$ cat config.mk
export PLATFORM = sky130hd
export DESIGN_NAME = symbol_timing_ctrl
export DESIGN_NICKNAME = d
export VERILOG_FILES = /design/src/rtl/symbol_timing_ctrl.sv
export SDC_FILE = /design/constraint.sdc
export NUM_CORES = 1
export LEC_CHECK = 0
export CAP_MARGIN = 20
export CORE_MARGIN = 2
export CORE_UTILIZATION = 50
export DETAILED_ROUTE_END_ITERATION = 8
export PLACE_DENSITY = 0.87
export SLEW_MARGIN = 30
export SYNTH_ARGS = -nofsm -noshare
export SYNTH_HDL_FRONTEND = slang
export SYNTH_SLANG_ARGS = --single-unit
$ cat constraint.sdc
create_clock -name clk -period 3.5 [get_ports clk]
set_clock_uncertainty 0.15 [all_clocks]
set_input_delay 0.525 -clock clk [delete_from_list [all_inputs] [get_ports clk]]
set_output_delay 0.525 -clock clk [all_outputs]
set_load 0.02 [all_outputs]
$ cat src/rtl/symbol_timing_ctrl.sv
// symbol_timing_ctrl: closes the symbol-timing loop around a Gardner TED.
// Generates the per-symbol strobe, averages the returned errors over a window
// and slips the strobe phase by +/-1 sample when the window sum crosses THRESH.
// An ACQ/TRACK state machine selects the window length and reports lock.
// Optional build macro: SYMTIM_STATS_EN enables the saturating adjust counters.
module symbol_timing_ctrl #(
  parameter int OSF        = 20,
  parameter int WERR       = 18,
  parameter int ACC_W      = 24,
  parameter int AVG_LOG2   = 3,
  parameter int THRESH     = 1024,
  parameter int LOCK_CNT   = 16,
  parameter int UNLOCK_CNT = 4
) (
  input  logic                   clk,
  input  logic                   reset_n,
  input  logic                   en_i,
  input  logic signed [WERR-1:0] e_in_i,
  input  logic                   e_valid_i,
  output logic                   sym_valid_o,
  output logic                   locked_o,
  output logic [1:0]             adj_o,
  output logic [15:0]            adv_cnt_o,
  output logic [15:0]            ret_cnt_o
);

  localparam int CW   = $clog2(OSF);
  localparam int WINW = (AVG_LOG2 > 0) ? AVG_LOG2 : 1;
  localparam int LCW  = $clog2(LOCK_CNT + 1);
  localparam int UCW  = $clog2(UNLOCK_CNT + 1);

  localparam logic [CW-1:0]   CNT_LAST = CW'(OSF - 1);
  localparam logic [WINW-1:0] WIN_LAST = WINW'((1 << AVG_LOG2) - 1);
  localparam logic [LCW-1:0]  LOCK_LAST   = LCW'(LOCK_CNT - 1);
  localparam logic [UCW-1:0]  UNLOCK_LAST = UCW'(UNLOCK_CNT - 1);

  localparam logic signed [ACC_W:0]   SMAX = {2'b00, {(ACC_W-1){1'b1}}};
  localparam logic signed [ACC_W:0]   SMIN = -SMAX;
  localparam logic signed [ACC_W-1:0] TH_P = ACC_W'(THRESH);
  localparam logic signed [ACC_W-1:0] TH_N = -TH_P;

  localparam logic [1:0] ADJ_NONE = 2'b00;
  localparam logic [1:0] ADJ_ADV  = 2'b01;
  localparam logic [1:0] ADJ_RET  = 2'b10;

  typedef enum logic [1:0] {IDLE = 2'd0, ACQ = 2'd1, TRACK = 2'd2} state_t;

  state_t                  state_q, state_d;
  logic [CW-1:0]           cnt_q, cnt_d;
  logic [WINW-1:0]         win_q, win_d;
  logic [1:0]              pend_q, pend_d;
  logic [LCW-1:0]          lcnt_q, lcnt_d;
  logic [UCW-1:0]          ucnt_q, ucnt_d;
  logic signed [ACC_W-1:0] acc_q, acc_d;
  logic signed [ACC_W-1:0] sum;
  logic [1:0]              dec;
  logic                    apply;
  logic                    close;
  logic                    sym_q, sym_d;
  logic                    locked_q, locked_d;
  logic [1:0]              adj_q, adj_d;

  // Accumulator add with symmetric saturation at +/-(2^(ACC_W-1)-1)
  function automatic logic signed [ACC_W-1:0] sat_add(input logic signed [ACC_W-1:0] a,
                                                      input logic signed [WERR-1:0]  e);
    logic signed [ACC_W:0] s;
    s = {a[ACC_W-1], a} + {{(ACC_W+1-WERR){e[WERR-1]}}, e};
    if (s > SMAX) s = SMAX;
    else if (s < SMIN) s = SMIN;
    return s[ACC_W-1:0];
  endfunction

  // Positive error means the strobe is early: retard; negative: advance
  function automatic logic [1:0] decide(input logic signed [ACC_W-1:0] s);
    if (s > TH_P) return ADJ_RET;
    else if (s < TH_N) return ADJ_ADV;
    else return ADJ_NONE;
  endfunction

  // Next-state: phase counter, window accumulation, decisions and lock FSM
  always_comb begin
    state_d = state_q;
    cnt_d   = cnt_q;
    win_d   = win_q;
    pend_d  = pend_q;
    lcnt_d  = lcnt_q;
    ucnt_d  = ucnt_q;
    acc_d   = acc_q;
    sum     = sat_add(acc_q, e_in_i);
    dec     = ADJ_NONE;
    apply   = 1'b0;
    close   = 1'b0;
    if (!en_i || state_q == IDLE) begin
      state_d = en_i ? ACQ : IDLE;
      cnt_d   = '0;
      win_d   = '0;
      pend_d  = ADJ_NONE;
      lcnt_d  = '0;
      ucnt_d  = '0;
      acc_d   = '0;
    end else begin
      apply = (cnt_q == '0) && (pend_q != ADJ_NONE);
      if (apply && pend_q == ADJ_RET)      cnt_d = '0;
      else if (apply && pend_q == ADJ_ADV) cnt_d = CW'(2);
      else if (cnt_q == CNT_LAST)          cnt_d = '0;
      else                                 cnt_d = cnt_q + CW'(1);
      if (apply) pend_d = ADJ_NONE;
      if (e_valid_i) begin
        close = (state_q == ACQ) || (win_q == WIN_LAST);
        if (close) begin
          dec   = decide(sum);
          acc_d = '0;
          win_d = '0;
          if (dec != ADJ_NONE) pend_d = dec;
          if (state_q == ACQ) begin
            ucnt_d = '0;
            if (dec != ADJ_NONE) lcnt_d = '0;
            else if (lcnt_q == LOCK_LAST) begin
              state_d = TRACK;
              lcnt_d  = '0;
            end else lcnt_d = lcnt_q + LCW'(1);
          end else begin
            lcnt_d = '0;
            if (dec == ADJ_NONE) ucnt_d = '0;
            else if (ucnt_q == UNLOCK_LAST) begin
              state_d = ACQ;
              ucnt_d  = '0;
            end else ucnt_d = ucnt_q + UCW'(1);
          end
        end else begin
          acc_d = sum;
          win_d = win_q + WINW'(1);
        end
      end
    end
    sym_d    = (state_d != IDLE) && (cnt_d == CNT_LAST);
    locked_d = (state_d == TRACK);
    adj_d    = ((state_d != IDLE) && (cnt_d == '0)) ? pend_d : ADJ_NONE;
  end

  // Control state and flop-driven outputs
  always_ff @(posedge clk) begin
    if (!reset_n) begin
      state_q  <= IDLE;
      cnt_q    <= '0;
      win_q    <= '0;
      pend_q   <= ADJ_NONE;
      lcnt_q   <= '0;
      ucnt_q   <= '0;
      sym_q    <= 1'b0;
      locked_q <= 1'b0;
      adj_q    <= ADJ_NONE;
    end else begin
      state_q  <= state_d;
      cnt_q    <= cnt_d;
      win_q    <= win_d;
      pend_q   <= pend_d;
      lcnt_q   <= lcnt_d;
      ucnt_q   <= ucnt_d;
      sym_q    <= sym_d;
      locked_q <= locked_d;
      adj_q    <= adj_d;
    end
  end

  // Error accumulator; held at zero by IDLE, so it needs no reset of its own
  always_ff @(posedge clk) begin
    acc_q <= acc_d;
  end

  assign sym_valid_o = sym_q;
  assign locked_o    = locked_q;
  assign adj_o       = adj_q;

`ifdef SYMTIM_STATS_EN
  logic [15:0] adv_q, ret_q;

  // Saturating counts of applied adjustments; only reset clears them
  always_ff @(posedge clk) begin
    if (!reset_n) begin
      adv_q <= '0;
      ret_q <= '0;
    end else if (apply) begin
      if (pend_q == ADJ_ADV && adv_q != 16'hFFFF) adv_q <= adv_q + 16'd1;
      if (pend_q == ADJ_RET && ret_q != 16'hFFFF) ret_q <= ret_q + 16'd1;
    end
  end

  assign adv_cnt_o = adv_q;
  assign ret_cnt_o = ret_q;
`else
  assign adv_cnt_o = '0;
  assign ret_cnt_o = '0;
`endif

endmodule

==> results_dict.tcl, run 1 <==
set metrics [dict create \
    outcome "finished with violations" \
    violations "DRC, setup timing" \
    io_buffers 25 \
    drc 22 \
    numCtsBuffers 5 \
    cts_sinks 48 \
    cts_tree "done" \
    critical_path_arrival_ns 4.04 \
    synth.distinct_cells 69 \
    rows 32 \
    cts-root-buf "clkbuf_8" \
    cts.clk_slew.worst_paths_ns 0.11 \
    grt_max_degree 29 \
    postSynthCellCount 481 \
    place.gp.congestion 0.969 \
    dp_cells 687 \
    holdWs_ns 0.362 \
    yosysWarnings 0 \
    ir_worst_vdd_mv 0.182 \
    wl_per_cell_um 25.8 \
    p_per_area_nw_per_um2 268 \
    viasPerCell 7.19 \
    wl_mm 18.5 \
    postRouteAntennaNets 0 \
    hpwl_mm 8.46 \
    grtUsageTotal_pct 32.9 \
    path_max_fanout 4 \
    synth_top_area_share_pct 24.6 \
    synthFlopType "dfxtp_1" \
    hold_buffers 0 \
    hold_viol 0 \
    worstSetupEndpointType "flop" \
    finalWorstSetupSlack_ns -0.449 \
    synthTopCellsByArea "dfxtp_1 25%, ha_1 9.6%, buf_4 6.1%, nor2_1 6.0%, a21oi_1 4.6%" \
    globalRoute.totalOverflow 0 \
    startpoint_type "flop" \
    synthArstFlopShare_pct 0 \
    critical_path_class "flop to flop" \
    drv_slew 0 \
    fin_cells 716 \
    diodes 0 \
    min_period_ns 3.95 \
    drive_above_1_share_pct 36.8 \
    n_fill_cell 416 \
    drt-pass1-iter-count 9 \
    yosys.area.top_type "dfxtp_1" \
    synth_edf_count 0 \
    nets 666 \
    maxSlewHeadroom_pct 51.0 \
    netlist_area_um2 3910 \
    io_pins 58 \
    regArea_um2 966 \
    core_region_area_um2 7650 \
    clock.fmax_mhz 253 \
    yosysSeqAreaShare_pct 24.6 \
    setup_violations 38 \
    route.vias.total 5150 \
    insertion_delay_ns 0.32 \
    area_growth_pct 44.3 \
    grt_pass1_vias 4666 \
    maxCapViolations 0 \
    die_x_um 92.4 \
    cp.required_ns 3.59 \
    antenna_found_initial 1 \
    multi_input_area_um2 3280 \
    drt_iter0_drc 1009 \
    syn_area_per_cell_um2 8.13 \
    min_period_over_period_pct 113 \
    dieArea_um2 8540 \
    cts_buffer_depth 2 \
    p_leak_nw 2.28 \
    grt_pass1_wl_mm 22.7 \
    die_y_um 92.4 \
    initial_utilization_pct 51.1 \
    tightest_slew_ns 0.732 \
    cts_max_level 2 \
    synth.ff_latch_count 48 \
    hold_path_class "flop to flop" \
    rsz0062_at_grt "true" \
]
==> worst paths after layout <==
path | end | from | slack (ns) | depth (start not counted)
setup / recovery | ucnt_q[1] | acc_q[7] | -0.45 | 14
hold / removal | ucnt_q[1] | ucnt_q[1] | 0.36 | 2
setup reg to reg | ucnt_q[1] | acc_q[7] | -0.45 | 14
hold reg to reg | ucnt_q[1] | ucnt_q[1] | 0.36 | 2
==> synth_stat cells, drive strengths merged (7+ instances only) <==
library cell  count
a211oi            7
a21oi            39
a221oi           14
a22oi            11
and2              7
buf              35
clkbuf           10
dfxtp            48
ha               30
inv               9
nand2            36
nand3            13
nand4             7
nor2             62
nor2b             8
nor3             11
o211ai            7
o21ai            41
xnor2            12
xor2             11
==> per-layer routing <==
metal  global-route usage, %  share of wire, %
met4                    21.8                11
met2                    57.7                43
met1                    35.7                32
met3                    6.59                14
met5                       0                 0
==> power breakdown <==
part	total [mW]	leakage (nW)	switching (mW)	internal (mW)
logic	0.518	1.84	0.300	0.218
clock network	0.430	0.0548	0.214	0.216
registers	0.565	0.390	0.0116	0.553
total	1.51	2.28	0.526	0.987
==> cell type report <==
type / instances / area share [%]
clock buffers: 5 / 1.22
clock inverters: 3 / 0.821
inverters: 9 / 0.599
multi-input cells: 411 / 58.1
flip-flops and latches: 48 / 17.1
well taps: 102 / 2.26
repair buffers: 138 / 19.9
==> worst max-delay path, cell delays in order (launching register included) <==
cell and delay (ns):
dfxtp_1 0.62, ha_4 0.29, nand4_4 0.10, nor2_2 0.06, buf_4 0.16, a2111oi_4 0.42
a21oi_2 0.16, buf_4 0.18, o41ai_4 0.29, xor2_1 0.27, nor2_1 0.09, nand4_1 0.27
mux2i_2 0.16, or4b_1 0.49, a21oi_1 0.14
==> flip-flops by register name, summed over array words and instances (netlist names) <==
signal and count:
cnt_q 5, locked_o 1, lcnt_q 5, win_q 3
ucnt_q 3, adj_o 2, state_q 2, acc_q 24
pend_q 2, sym_valid_o 1
==> cell usage in the layout, fill, tap and decap left out, types with 6 or more instances in the layout <==
master / count
ha_4: 18
nor3_1: 9
xor2_1: 9
dfxtp_1: 44
o21ai_0: 29
a221oi_2: 10
xnor2_1: 10
conb_1: 32
ha_1: 11
inv_1: 8
buf_4: 106
nand4_1: 6
a21oi_2: 9
clkdlybuf4s50_1: 8
dlygate4sd2_1: 11
o21ai_2: 6
a21oi_1: 28
nand3_1: 10
nand2_1: 33
nor2b_1: 8
nor2_1: 60
a22oi_1: 10
o211ai_1: 7
==> what timing repair did <==
action / CTS / global route
resized for setup: 78 / 36
cloned: 1 / 0
buffers inserted: 12 / 8
pin swaps: 51 / 19
endpoints found under the setup margin: 38 / 38
==> through the flow <==
stage                     power, mW  setup WS (ns)  utilization [%]  TNS (ns)  area (um^2)
after floorplan               0.824         -0.150                -     -2.07         4070
after global placement        0.938         -0.768             63.6    -24.66         4860
after detailed placement      0.953         -0.891             63.6    -29.65         4860
after CTS                      1.40        -0.0251             71.0   -0.0507         5430
after global routing           1.54         -0.762             73.8    -17.12         5640
final                          1.51         -0.449             73.8    -11.87         5640
==> cell families (layout without fill, tap and decap cells) <==
family / count (synthesis) / in the layout / synth area share (%)
buf+inv: 54 / 155 / 8.48
simple gates: 172 / 172 / 21.8
fa+ha+maj: 31 / 31 / 10.1
flops: 48 / 48 / 24.6
xor+xnor: 23 / 23 / 5.15
other cells: 1 / 32 / 0.0959
compound gates: 151 / 151 / 29.2
mux: 1 / 2 / 0.576
Note: power is estimated with default switching activity, not from simulation.
==> inputs of run 2 (changes only) <==
- CORE_UTILIZATION: 50 -> 51
- CTS_BUF_LIST: not set -> sky130_fd_sc_hd__clkbuf_8
- CTS_CLUSTER_SIZE: not set -> 8
- PLACE_DENSITY: 0.87 -> 0.89
==> run 2 against run 1 <==
  * Power grew 11%
  * Combinational power grew 13%
  * Sequential power hardly changed
  * Critical path type unchanged
  * Largest cell class unchanged
  * Utilization rose by 6.9 points
  * The flow still finishes with violations (DRC, setup timing)
  * Critical path depth grew 1
  * Sequential share of layout area decreased by 0.79 points
==> results_dict.tcl, run 2 (synthesis gave the netlist of run 1 again) <==
set metrics [dict create \
    outcome "finished with violations" \
    violations "DRC, setup timing" \
    place.gp.congestion 0.949 \
    min_period_ns 4.53 \
    top_regs "acc_q: 24 flops, cnt_q: 5 flops, lcnt_q: 5 flops" \
    p_leak_nw 2.33 \
    grtUsageTotal_pct 40.1 \
    final_core_util_pct 80.7 \
    globalRoute.totalOverflow 0 \
    mostFrequentLayoutCells "101 x buf_4, 58 x nor2_1, 46 x dfxtp_1, 34 x nand2_1, 32 x conb_1" \
    crit_family "compound AO/OA/AOI/OAI gates" \
    numCtsBuffers 5 \
    drive_above_1_share_pct 39.3 \
    die_y_um 91.5 \
    worstSetupEndpointType "flop" \
    drt-pass1-iter-count 9 \
    insertion_delay_ns 0.34 \
    busiest_layer "met2" \
    critical_path_arrival_ns 4.57 \
    n_fill_cell 323 \
    final_common_cell "buf_4" \
    drc 129 \
    wl_mm 22.0 \
    grtUsageMet3_pct 8.22 \
    hold_viol 0 \
    cts_buffer_depth 2 \
    cp.required_ns 3.54 \
    cts_max_level 2 \
    path_max_fanout 12 \
    multi_input_area_um2 3520 \
    nets 665 \
    io_pins 58 \
    drt_iter0_drc 1272 \
    cts_sinks 48 \
    rsz0062_at_grt "true" \
    rows 31 \
    grt_pass1_vias 4987 \
    critical_path_class "flop to flop" \
    tightest_slew_ns 1.19 \
    wl_per_cell_um 30.9 \
    regArea_um2 966 \
    viasPerCell 7.76 \
    grt_pass1_wl_mm 26.6 \
    route.vias.total 5532 \
    die_x_um 91.5 \
    critPathMaxStageDelay_ns 0.49 \
    initial_utilization_pct 53.3 \
    setup_violations 39 \
    area_growth_pct 51.3 \
    maxCapViolations 0 \
    gr-usage-met2_pct 65.6 \
    finalWorstSetupSlack_ns -1.03 \
    grt_max_degree 29 \
    postRouteAntennaNets 0 \
    startpoint_type "flop" \
    ir_worst_vdd_mv 0.267 \
    antenna_found_initial 1 \
    met1_usage_pct 44.3 \
    critPathBufInv 3 \
    cts.clk_slew.worst_paths_ns 0.11 \
    io_buffers 25 \
    holdWs_ns 0.425 \
    crit_path_cell_trace "ha_4, fa_2, a21o_1, a221oi_4, buf_4, buf_4, o21ai_0, xnor2_1, nand4_1, nor2_1, a21o_4, a21oi_4, buf_12, a221oi_2, nor2_1" \
    min_period_over_period_pct 129 \
    core_region_area_um2 7330 \
    hpwl_mm 8.31 \
    cts_tree "done" \
    largest_reg_flops 24 \
    hold_path_class "flop to flop" \
    dieArea_um2 8380 \
    clock.fmax_mhz 221 \
    p_total_mw 1.68 \
    regMostFlops "acc_q" \
    drv_slew 0 \
    post-place-ws_ns -0.844 \
    hold_buffers 0 \
    p_per_area_nw_per_um2 284 \
    cts-root-buf "clkbuf_8" \
    maxSlewHeadroom_pct 20.1 \
    slowest_stage "xnor2_1" \
]
run 2: cell count changes in the layout (fill, tap and decap cells not counted), moves of 5 or more:
cell,before,now
o21ai_0,29,19
a22oi_2,1,6
o21ai_2,6,11
a22oi_1,10,5
buf_4,106,101
run 2: worst reg2reg max path: cells and delay by family, from the launching register on:
family / cells / cell delay (ns)
simple gates: 3 / 0.61
compound gates: 6 / 1.74
xor+xnor: 1 / 0.49
fa+ha+maj: 2 / 0.51
buf+inv: 3 / 0.49
flops: 1 / 0.38
run 2: repair_timing:
action                                  4_1_cts  5_1_grt
pin swaps                                    52       34
endpoints found under the setup margin       39       38
resized for setup                            97       60
buffers inserted                             18        4
cloned                                        1        0
run 2: layout make-up:
cell class | count | share of cell area (%)
diodes | 1 | 0.0423
clock buffers | 5 | 1.16
clock inverters | 3 | 1.16
inverters | 9 | 0.571
multi-input cells | 411 | 59.5
flip-flops and latches | 48 | 16.3
well taps | 99 | 2.09
repair buffers | 137 | 19.1
run 2: stage by stage:
step                std cells  setup TNS [ns]  area, um^2
floorplan                 512           -2.07        4070
global placement          681          -25.73        4840
detailed placement        681          -28.67        4850
CTS                       708           -1.22        5590
global route              713          -29.50        5910
finish                    713          -27.43        5910
run 2: path summary, 6_finish.rpt:
path,from,endpoint,slack [ns],cells past startpoint
setup / recovery,acc_q[0],acc_q[4],-1.03,15
hold / removal,lcnt_q[1],lcnt_q[1],0.42,1
setup reg to reg,acc_q[0],acc_q[4],-1.03,15
hold reg to reg,lcnt_q[1],lcnt_q[1],0.42,1
run 2: routing by layer:
| layer | vias up | wire (um) |
|---|---|---|
| met1 | 2410 | 6850 |
| met4 | 4 | 2790 |
| met3 | 342 | 3740 |
| met5 | - | 83 |
| li1 | 1983 | - |
| met2 | 793 | 8560 |
run 2: power by group:
| group | total (mW) | switching [mW] | internal (mW) |
|---|---|---|---|
| registers | 0.566 | 0.0132 | 0.553 |
| clock network | 0.529 | 0.240 | 0.288 |
| logic | 0.585 | 0.354 | 0.232 |
| total | 1.68 | 0.607 | 1.07 |
